--- src/rtl/subckt_mon_pkg.sv ---
// Shared types and sizing helpers for the sub-circuit switching-activity monitor.
package subckt_mon_pkg;

  typedef enum logic [1:0] {
    IDLE   = 2'd0,
    PRIME  = 2'd1,
    COUNT  = 2'd2,
    REPORT = 2'd3
  } state_t;

  // Window length used when a measurement is started with win_len == 0.
  localparam int unsigned DEF_WIN_LEN = 1;

  // Total input-toggle width: CNT_W transitions, each adding up to IN_W toggles.
  function automatic int unsigned in_tog_w(input int unsigned in_w, input int unsigned cnt_w);
    return cnt_w + $clog2(in_w + 1);
  endfunction

endpackage

--- src/rtl/subckt_toggle_popcount.sv ---
// Combinational toggle counter: number of differing bits between two IN_W-bit vectors.
module subckt_toggle_popcount #(
  parameter int unsigned IN_W = 4
) (
  input  logic [IN_W-1:0]            cur,
  input  logic [IN_W-1:0]            prev,
  output logic [$clog2(IN_W+1)-1:0]  cnt_c
);

  localparam int unsigned PC_W = $clog2(IN_W + 1);

  logic [IN_W-1:0] diff;

  assign diff = cur ^ prev;

  always_comb begin
    cnt_c = '0;
    for (int i = 0; i < int'(IN_W); i++) begin
      cnt_c = cnt_c + PC_W'(diff[i]);
    end
  end

endmodule

--- src/rtl/subckt_activity_monitor.sv ---
// Windowed input/output toggle counter for power-experiment sub-circuits.
// Optional per-input toggle counters enabled by SUBCKT_MON_PER_INPUT_EN.
module subckt_activity_monitor
  import subckt_mon_pkg::*;
#(
  parameter int unsigned IN_W  = 4,
  parameter int unsigned CNT_W = 16
) (
  input  logic                               clk,
  input  logic                               rst,
  input  logic                               start,
  input  logic [CNT_W-1:0]                   win_len,
  input  logic                               smp_valid,
  input  logic [IN_W-1:0]                    smp_in,
  input  logic                               smp_out,
  output logic                               busy,
  output logic                               res_valid,
  input  logic                               res_ready,
  output logic [in_tog_w(IN_W, CNT_W)-1:0]   res_in_tog,
  output logic [CNT_W-1:0]                   res_out_tog
`ifdef SUBCKT_MON_PER_INPUT_EN
  ,
  output logic [IN_W*CNT_W-1:0]              res_in_tog_each
`endif
);

  localparam int unsigned IT_W = in_tog_w(IN_W, CNT_W);
  localparam int unsigned PC_W = $clog2(IN_W + 1);

  state_t            state_q;
  state_t            state_d;
  logic              accept_start;
  logic              prime_en;
  logic              count_en;
  logic [CNT_W-1:0]  len_q;
  logic [CNT_W-1:0]  tcnt_q;
  logic [CNT_W-1:0]  tcnt_inc;
  logic [IN_W-1:0]   prev_in_q;
  logic              prev_out_q;
  logic [PC_W-1:0]   in_pc_c;

  subckt_toggle_popcount #(
    .IN_W (IN_W)
  ) u_popcount (
    .cur   (smp_in),
    .prev  (prev_in_q),
    .cnt_c (in_pc_c)
  );

  // Next-state and datapath strobes.
  always_comb begin
    state_d      = state_q;
    accept_start = 1'b0;
    prime_en     = 1'b0;
    count_en     = 1'b0;
    tcnt_inc     = tcnt_q + CNT_W'(1);
    unique case (state_q)
      IDLE: begin
        if (start) begin
          accept_start = 1'b1;
          state_d      = PRIME;
        end
      end
      PRIME: begin
        if (smp_valid) begin
          prime_en = 1'b1;
          state_d  = COUNT;
        end
      end
      COUNT: begin
        if (smp_valid) begin
          count_en = 1'b1;
          if (tcnt_inc == len_q) begin
            state_d = REPORT;
          end
        end
      end
      REPORT: begin
        if (res_ready) begin
          state_d = IDLE;
        end
      end
      default: state_d = IDLE;
    endcase
  end

  // State register with status flags registered from the next state.
  always_ff @(posedge clk) begin
    if (rst) begin
      state_q   <= IDLE;
      busy      <= 1'b0;
      res_valid <= 1'b0;
    end else begin
      state_q   <= state_d;
      busy      <= (state_d != IDLE);
      res_valid <= (state_d == REPORT);
    end
  end

  // Window length, reference sample and totals; held outside PRIME/COUNT updates.
  always_ff @(posedge clk) begin
    if (rst) begin
      len_q       <= '0;
      tcnt_q      <= '0;
      prev_in_q   <= '0;
      prev_out_q  <= 1'b0;
      res_in_tog  <= '0;
      res_out_tog <= '0;
    end else if (accept_start) begin
      len_q       <= (win_len == '0) ? CNT_W'(DEF_WIN_LEN) : win_len;
      tcnt_q      <= '0;
      res_in_tog  <= '0;
      res_out_tog <= '0;
    end else begin
      if (prime_en || count_en) begin
        prev_in_q  <= smp_in;
        prev_out_q <= smp_out;
      end
      if (count_en) begin
        tcnt_q      <= tcnt_inc;
        res_in_tog  <= res_in_tog + IT_W'(in_pc_c);
        res_out_tog <= res_out_tog + CNT_W'(smp_out ^ prev_out_q);
      end
    end
  end

`ifdef SUBCKT_MON_PER_INPUT_EN
  logic [IN_W-1:0] bit_tog;

  assign bit_tog = smp_in ^ prev_in_q;

  // Per-input counters follow the same clear/hold rules as the totals.
  always_ff @(posedge clk) begin
    if (rst || accept_start) begin
      res_in_tog_each <= '0;
    end else if (count_en) begin
      for (int i = 0; i < int'(IN_W); i++) begin
        res_in_tog_each[i*CNT_W +: CNT_W] <= res_in_tog_each[i*CNT_W +: CNT_W] + CNT_W'(bit_tog[i]);
      end
    end
  end
`endif

endmodule
--- config.mk ---
export PLATFORM = sky130hd
export DESIGN_NAME = subckt_activity_monitor
export DESIGN_NICKNAME = d
export VERILOG_FILES = /design/src/rtl/subckt_mon_pkg.sv /design/src/rtl/subckt_toggle_popcount.sv /design/src/rtl/subckt_activity_monitor.sv
export SDC_FILE = /design/constraint.sdc
export NUM_CORES = 1
export LEC_CHECK = 0
export ABC_CLOCK_PERIOD_IN_PS = 8100
export CAP_MARGIN = 10
export CORE_ASPECT_RATIO = 0.6
export CORE_MARGIN = 3
export CORE_UTILIZATION = 34
export DETAILED_ROUTE_END_ITERATION = 7
export SLEW_MARGIN = 20
export SYNTH_ARGS = -nofsm -noshare
export SYNTH_HDL_FRONTEND = slang
export SYNTH_SLANG_ARGS = --single-unit
--- constraint.sdc ---
create_clock -name clk -period 8.1 [get_ports clk]
set_clock_uncertainty 0.1 [all_clocks]
set_input_delay 1.62 -clock clk [delete_from_list [all_inputs] [get_ports clk]]
set_output_delay 1.62 -clock clk [all_outputs]
set_load 0.05 [all_outputs]
# After elaboration in Yosys (flattened, before gate mapping)
# Cells that the tools add are included.
[totals] wordCells=41 reg_bits=76 inputBits=26 out_inout_bits=37
[op_classes] n_addsub=6 n_reduce_logical=6 bitwise=3 muxes=12 eq_ne=5
[ops] op="adder 19 x 3 -> 19 bit" count=1
[ops] op="adder 16 x 1 -> 16 bit" count=1
[ops] op="adder 16 x 1 -> 16 bit, second input constant" count=1
[ops] op="equality test 16 bit" count=1
[ops] op="zero test 16 bit" count=1
[ops] op="2-to-1 mux 16 bit" count=1
[ops] op="2-to-1 mux 2 bit" count=5
[ops] op="one-hot mux 2 bit (4 select lines)" count=1
[ops] op="adder 3 x 1 -> 3 bit" count=2
[ops] op="equality test 2 bit, second input constant" count=3
[ops] op="2-to-1 mux 1 bit" count=5
[ops] op="XOR 4 bit" count=1
[ops] op="adder 1 x 1 -> 2 bit" count=1
[ops] op="equality test 2 x 1 -> 1 bit, second input constant" count=1
[ops] op="zero test 2 bit" count=1
[ops] op="AND reduction 2 bit" count=1
[ops] op="nonzero test 2 bit" count=1
[ops] op="OR reduction 2 bit" count=1
[ops] op="logical OR 1 bit" count=1
[ops] op="NOT 1 bit" count=1
[ops] op="XOR 1 bit" count=1

# Depth between registers and ports, before layout
# Gate-level depths: netlist of run 1.
[depth] ltp_word=6 depth_mapped=14 depth_no_buf=13

# Modules after synthesis
# A second synthesis of run 1 with hierarchy kept.
[hier_totals] hier_cells=429 area_unflattened_um2=3767.4
[modules_own_cells] module="subckt_activity_monitor" seq_area_each_um2=1521.5 area_per_inst_um2=3679.8 instances=1 cells_each=420
[modules_own_cells] module="subckt_toggle_popcount" seq_area_each_um2=0.0 area_per_inst_um2=87.6 instances=1 cells_each=9

# Least setup slack after synthesis of run 1
# OpenSTA, ideal clock, no wires.
[synth_path] path_kind="input to register" from="in smp_in[0]" to="reg res_in_tog[16]" arrival_time_ns=3.979 required_ns=7.872 setup_ns=0.128 stages=14 path_slack_ns=3.894 path_buffers=1 cell_sequence="xor2_1 > ha_1 > inv_1 > fa_1 > inv_1 > ha_1 > fa_1 > a21oi_1 > or3_1 > clkbuf_1 > nor2_1 > nand3_1 > xor2_1 > nor2_1"
[synth_via] elab_chain_len=5
[synth_rtl] element="start: declaration" line="subckt_activity_monitor.sv:14" text="input logic [IN_W-1:0] smp_in,"
[synth_rtl] element="XOR 4 bit" line="subckt_toggle_popcount.sv:14" text="assign diff = cur ^ prev;"
[synth_rtl] element="adder 1 x 1 -> 2 bit" line="subckt_toggle_popcount.sv:19" text="cnt_c = cnt_c + PC_W'(diff[i]);"
[synth_rtl] element="adder 3 x 1 -> 3 bit (2 in a row)" line="subckt_toggle_popcount.sv:19"
[synth_rtl] element="adder 19 x 3 -> 19 bit" line="subckt_activity_monitor.sv:121" text="res_in_tog <= res_in_tog + IT_W'(in_pc_c);"
[synth_rtl] element="end signal: assignment" line="subckt_activity_monitor.sv:121"
[synth_rtl] element="end: declaration" line="subckt_activity_monitor.sv:19" text="output logic [in_tog_w(IN_W, CNT_W)-1:0] res_in_tog,"
# No other way between the ends.
# A chain may end at the register's enable or synchronous reset.

# Final worst setup path of run 1
[layout_path] from="in smp_in[0]" to="reg res_in_tog[9]"
# Same word-level chain as after synthesis.

==> summary.md, run 1 <==
| Metric | Value |
|---|---|
| Final Wtd Congestion | 0.9342 |
| RSZ-0062 raised after global routing | false |
| CP max stage delay | 0.43 ns |
| Startpoint class of the critical path | input port |
| Num Clock Sinks | 76 |
| Main synth FF type | dfxtp_1 |
| Cell Rows | 29 |
| Syn nets | 466 |
| Core ar. | 10700 sq um |
| GR Util All Layers | 15.79% |
| Status | finished, final reports clean |
| Antenna Nets Post-Route | 0 |
| Most common cell on crit path | ha_1 |
| Synthesized instance count | 430 |
| Routed length on met3 | 431 microns |
| I/O Pins | 63 |
| CTS buffer count | 9 |
| Drt pass-1 iters | 4 |
| Initial antenna violation count | 0 |
| #FFs+latches synth | 76 |
| Average size of a mapped cell | 8.770 sq um |
| Yosys Warn Count | 0 |
| Ys async rst share | 0% |
| NumNets Final | 519 |
| Hold WS | 0.3914 ns |
| EDFF count, synth | 0 |
| Cell area after synthesis | 3771 sq um |
| Worst EP arrival | 4.58 ns |
| Worst slew pin tran | 0.6684 ns |
| Postcts setup bufs | 0 |
| Clock root buffer master | clkbuf_16 |
| P_leak | 1.707 nW |
| Peak VDD IR | 105.5 uV |
| Global-route wire length before repair | 15370 microns |
| Initial Util | 35.23% |
| Minimum clock period | 4.482 ns |
| Slew Limit Fails | 0 |
| Total of max-cap violations | 0 |
| Worst path slowest cell | clkdlybuf4s50_1 |
| Die area | 12430 sq um |
| Wire per inst | 14.84 microns |
| Antenna Cells | 0 |
| Via count | 3084 |
| Top Metal Used | met4 |
| Worst skew pair latency | 0.34 ns |
| Worst path required time | 8.20 ns |
| Final Setup Violations | 0 |
| Relative slew slack | 55.27% |
| Total Neg Setup Slack | 0 ns |
| Post-DP HPWL | 6873 microns |
| CTS Hold Bufs | 0 |
| Clk buf depth | 2 |
| Post-Route M1 WL | 5418 microns |
| Type of destination of the critical path | flop |
| Clock transition at the registers of the reported paths | 0.06 ns |
| # fillers | 1018 |
| Fin. Hold Viols | 0 |
| Pwr Density | 189.9 nW/um^2 |
| CTS tree | yes |
| Worst min path class | flop to flop |
| DR vias/cell | 4.927 |
| Tcrit/Tclk final | 55.34% |
| Kind of critical path | input port to flop |
| Remaining global-route overflow | 0 |
| Metal2 WL | 3330 microns |
| Sequential share of the synthesized area | 40.35% |
| Max FO, Critical Path | 4 |
| Final wirelength | 9287 microns |
| PortBufs | 62 |
| Share of cells above drive strength 1 | 5.749% |
| Fmax | 0.2231 GHz |
| P&R area growth vs syn | 27.37% |
| Largest net degree at the start of global routing | 54 |
| Critical-path cell list | clkdlybuf4s50_1 -> xor2_1 -> ha_1 -> inv_1 -> fa_1 -> inv_1 -> ha_1 -> ha_1 -> a21o_1 -> a21oi_1 -> nor3_1 -> and3_1 -> xnor2_1 -> nor2_1 |
| Vias in the first global route | 2933 |
| H-tree levels | 3 |
| Die span in x | 142.0 microns |
| Initial DRC count | 176 |
| Library cells used by synthesis | 49 |
| Post-cts resize count | 0 |
| # DRC | 0 |
| Chip height | 87.58 microns |
-- where the power goes --
| part | total [mW] | internal, mW | leakage, nW | switching (mW) |
|---|---|---|---|---|
| Combinational | 0.0826 | 0.0381 | 0.934 | 0.0445 |
| Sequential | 0.394 | 0.383 | 0.616 | 0.0107 |
| Clock | 0.435 | 0.284 | 0.158 | 0.151 |
| Total | 0.912 | 0.706 | 1.71 | 0.207 |
-- Yosys cell counts, types with 8 or more instances --
library cell / number / area (sq um)
nand2_1: 31 / 116.4
xnor2_1: 40 / 350.3
xor2_1: 28 / 245.2
nor2_1: 69 / 259.0
nand4_1: 11 / 68.82
ha_1: 8 / 100.1
o21ai_0: 9 / 45.04
buf_2: 9 / 45.04
a22o_1: 9 / 78.83
clkbuf_1: 11 / 41.29
inv_1: 10 / 37.54
a21oi_1: 16 / 80.08
or3_1: 10 / 62.56
nor3_1: 14 / 70.07
dfxtp_1: 76 / 1521
mux2i_1: 9 / 90.09
nand3_1: 15 / 75.07
-- cells in the final DEF (no fill, tap or decap), types with 3 or more instances in the layout --
cell type	Yosys	layout
nand3_1	15	15
clkdlybuf4s50_1	0	62
and4_1	6	6
a211oi_1	3	3
a21oi_1	16	16
xnor2_1	40	40
and3_1	6	6
clkbuf_16	0	9
dfxtp_1	76	76
nor3_1	14	14
nor4_1	5	5
mux2i_1	9	9
or3_1	10	10
o21ai_0	9	9
a22o_1	9	9
xor2_1	28	28
inv_1	10	10
nor2_1	69	69
ha_1	8	8
nand4_1	11	11
nand2_1	31	31
-- cell type report --
| class | count | area (sq um) | area share, % |
|---|---|---|---|
| clock inverters | 4 | 72.57 | 1.511 |
| clock buffers | 11 | 252.7 | 5.262 |
| repair buffers | 63 | 628.1 | 13.08 |
| well taps | 139 | 173.9 | 3.621 |
| inverters | 10 | 37.54 | 0.7815 |
| flip-flops and latches | 76 | 1521 | 31.67 |
| multi-input cells | 323 | 2117 | 44.07 |
-- stage by stage --
stage               utilization, %  worst slack [ns]  total power [mW]  instances  cell area, sq um
floorplan                        -             3.894            0.4530        430              3771
global placement             41.81             3.352            0.4821        611              4476
detailed placement           41.81             3.281            0.4839        611              4476
CTS                          44.85             3.622            0.9220        626              4801
global route                 44.87             3.333            0.9504        626              4803
finish                       44.87             3.618            0.9121        626              4803
-- worst max-delay path, delay by kind of cell --
kind | cells | cell delay (ns)
adders and majority gates | 4 | 1.23
and+or+nand+nor | 3 | 0.69
xor gates and xnor gates | 2 | 0.28
buffers and inverters | 3 | 0.54
AOI/OAI and AO/OA | 2 | 0.23
-- sequential cells by signal, indices dropped and copies added (netlist names) --
name	flops
state_q	2
prev_in_q	4
tcnt_q	16
res_valid	1
len_q	16
res_in_tog	19
res_out_tog	16
prev_out_q	1
busy	1
-- metal layers --
layer	GRT usage (%)	vias to the layer above
li1	-	1595
met2	19.99	65
met3	4.746	10
met5	0	-
met4	4.181	0
met1	25.14	1414
-- final timing paths --
kind | from | end | slack, ns | depth (start not counted)
max reg2reg | prev_in_q[0]$_SDFFE_PP0P_ | res_in_tog[9]$_SDFFE_PP0P_ | 5.01 | 13
max | smp_in[0] | res_in_tog[9]$_SDFFE_PP0P_ | 3.62 | 14
min | res_in_tog[0]$_SDFFE_PP0P_ | res_in_tog[0]$_SDFFE_PP0P_ | 0.39 | 2
min reg2reg | res_in_tog[0]$_SDFFE_PP0P_ | res_in_tog[0]$_SDFFE_PP0P_ | 0.39 | 2
-- logic make-up (layout without fill, tap and decap cells) --
group | count (synthesis) | count (layout) | share of synthesized area [%]
AO/OA/AOI/OAI | 53 | 53 | 9.821
XOR/XNOR | 68 | 68 | 15.79
adder cells (fa/ha/maj) | 10 | 10 | 3.716
buffers and inverters | 31 | 88 | 3.583
flip-flops | 76 | 76 | 40.35
multiplexers | 9 | 9 | 2.389
AND/OR/NAND/NOR | 183 | 183 | 24.35
Power figures use the tool's default switching activity.
==> run 2, diff against run 1 <==
Settings changed: ABC_CLOCK_PERIOD_IN_PS 8100 to 4300.
Clock period 8.1 ns to 4.3 ns, I/O delays scaled along.
==> run 2 against run 1 <==
Against the previous run: non-clock buffer count up 1; hold slack better by 0.0082 ns; first-iteration DRC count up 12%; power up 84%; worst setup slack worse by 3.1 ns; count of clock-buffer cells in the layout up 3; critical endpoint is now res_in_tog[16]$_SDFFE_PP0P_.
==> summary.md, run 2 (same netlist as run 1, synthesis figures left out) <==
| Metric | Value |
|---|---|
| Status | finished, final reports clean |
| Startpoint class of the critical path | input port |
| RR Endpoint | res_in_tog[16]$_SDFFE_PP0P_ |
| NumNets Final | 520 (+0.19%) |
| Worst skew pair latency | 0.34 ns (about the same) |
| Minimum clock period | 3.775 ns |
| Antenna Cells | 0 (unchanged) |
| Clock transition at the registers of the reported paths | 0.06 ns (about the same) |
| # DRC | 0 (unchanged) |
| CTS tree | yes |
| CP bufs+invs | 3 (unchanged) |
| GR Util All Layers | 15.77% (-0.021 points) |
| Largest net degree at the start of global routing | 54 (unchanged) |
| Post-DP HPWL | 7127 microns (+3.7%) |
| Clock root buffer master | clkbuf_16 |
| Reg-to-reg slack, setup | 1.16 ns (-3.85 ns) |
| Max FO, Critical Path | 7 (+3) |
| PortBufs | 62 (unchanged) |
| Fmax | 0.2649 GHz |
| CTS Hold Bufs | 0 (unchanged) |
| Biggest register | res_in_tog |
| Worst path slowest cell | fa_1 |
| P_leak | 1.703 nW (-0.23%) |
| Worst EP arrival | 3.86 ns (-0.72 ns) |
| Clk buf depth | 2 (unchanged) |
| Chip height | 87.58 microns (unchanged) |
| Cell Rows | 29 (unchanged) |
| Final wirelength | 9379 microns (+0.99%) |
| Relative slew slack | 31.55% (-24 points) |
| Number of flip-flops in the largest register | 19 (unchanged) |
| Delay-heaviest family, CP | adder cells |
| Fin. Hold Viols | 0 (unchanged) |
| Hold Path End | res_out_tog[0]$_SDFFE_PP0P_ |
| Postcts setup bufs | 0 (unchanged) |
| H-tree levels | 3 (unchanged) |
| Worst min path class | flop to flop |
| Initial DRC count | 197 (+12%) |
| Reg2reg path depth | 13 (unchanged) |
| Hold path depth | 2 (unchanged) |
| Peak VDD IR | 236.3 uV (+120%) |
| Critical-path cell list | clkdlybuf4s50_1 -> xor2_1 -> ha_1 -> inv_1 -> fa_1 -> inv_1 -> ha_1 -> fa_1 -> a21oi_1 -> or3_1 -> nor2_1 -> nand3_1 -> xor2_1 -> nor2_1 |
| Die span in x | 142.0 microns (unchanged) |
| Share of cells above drive strength 1 | 5.533% (-0.22 points) |
| Slew Limit Fails | 0 (unchanged) |
| Die area | 12430 sq um (unchanged) |
| Post-cts resize count | 0 (unchanged) |
| Initial Util | 35.23% (unchanged) |
| Final Setup Violations | 0 (unchanged) |
| DR vias/cell | 5.041 (+2.3%) |
| Total Neg Setup Slack | 0 ns (unchanged) |
| P&R area growth vs syn | 26.94% |
| Placed cells | 612 (+0.16%) |
| CTS buffer count | 9 (unchanged) |
| Drt pass-1 iters | 5 (+1) |
| Via count | 3161 (+2.5%) |
| Wire per inst | 14.96 microns (+0.83%) |
| CP max stage delay | 0.45 ns (+0.02 ns) |
| Total of max-cap violations | 0 (unchanged) |
| Final Wtd Congestion | 0.8565 (-8.3%) |
| Worst slew pin tran | 1.027 ns (+0.3584 ns) |
| Kind of critical path | input port to flop |
| Type of destination of the critical path | flop |
| Worst hold start | res_out_tog[0]$_SDFFE_PP0P_ |
| Tcrit/Tclk final | 87.80% |
| I/O Pins | 63 (unchanged) |
| Antenna Nets Post-Route | 0 (unchanged) |
| Commonest non-fill, non-tap cell in the layout | dfxtp_1 |
| RSZ-0062 raised after global routing | false |
| Vias in the first global route | 2946 (+0.44%) |
| Global-route wire length before repair | 15370 microns (unchanged) |
| Remaining global-route overflow | 0 (unchanged) |
| Commonest non-fill, non-tap cells in the layout | dfxtp_1 (76), nor2_1 (69), clkdlybuf4s50_1 (62), xnor2_1 (40), nand2_1 (31) |
| Num Clock Sinks | 76 (unchanged) |
| Core ar. | 10700 sq um (unchanged) |
| RR Startpoint | prev_in_q[0]$_SDFFE_PP0P_ |
| Initial antenna violation count | 0 (unchanged) |
| Pwr Density | 349.8 nW/um^2 (+84%) |
| Final Non-Filler Cells | 627 (+0.16%) |
| Worst path required time | 4.39 ns (-3.81 ns) |
-- run 2: worst max path at each step --
stage                     startpoint                     endpoint  slack, ns  cells past startpoint
final                      smp_in[1]  res_in_tog[16]$_SDFFE_PP0P_       0.52                     14
after global routing       smp_in[1]  res_in_tog[13]$_SDFFE_PP0P_       0.32                     14
after CTS                  smp_in[1]  res_in_tog[16]$_SDFFE_PP0P_       0.55                     14
after detailed placement   smp_in[1]  res_in_tog[16]$_SDFFE_PP0P_       0.21                     14
after global placement     smp_in[0]   res_in_tog[9]$_SDFFE_PP0P_       0.30                     14
after floorplan            smp_in[0]  res_in_tog[16]$_SDFFE_PP0P_       0.85                     14
-- run 2: final cells by class --
class | count | area, sq um
repair buffers | 64 | 635.6
inverters | 10 | 37.54
multi-input cells | 323 | 2115
flip-flops and latches | 76 | 1521
well taps | 139 | 173.9
fillers | 1044 | 5917
clock buffers | 14 | 274.0
clock inverters | 1 | 30.03
-- run 2: layer usage --
metal	wire [microns]	GRT usage (%)	vias up
met2	3419	19.95	86
met5	0	0	-
met4	91	4.443	0
met1	5305	25.53	1466
li1	-	-	1598
met3	562	3.873	11
-- run 2: worst reg2reg max path: cells and delay by family, from the launching register on --
kind,cells,cell delay (ns)
adder cells (fa/ha/maj),4,1.38
AND/OR/NAND/NOR,4,0.52
flip-flops,1,0.32
XOR/XNOR,2,0.32
AO/OA/AOI/OAI,1,0.23
buffers and inverters,2,0.11
-- run 2: through the flow --
stage | area [sq um] | setup slack [ns] | power (mW) | hold WS (ns) | utilization, %
floorplan | 3771 | 0.8535 | 0.8532 | 0.3699 | -
global placement | 4483 | 0.3020 | 0.9101 | 0.3642 | 41.88
detailed placement | 4483 | 0.2120 | 0.9118 | 0.3950 | 41.88
CTS | 4787 | 0.5500 | 1.693 | 0.4033 | 44.72
global route | 4787 | 0.3247 | 1.739 | 0.4370 | 44.72
finish | 4787 | 0.5245 | 1.675 | 0.3996 | 44.72
-- run 2: where the power goes --
part / total (mW) / leakage [nW] / internal (mW) / switching [mW]
Combinational: 0.155 / 0.938 / 0.0716 / 0.0831
Sequential: 0.742 / 0.616 / 0.722 / 0.0196
Clock: 0.778 / 0.149 / 0.494 / 0.284
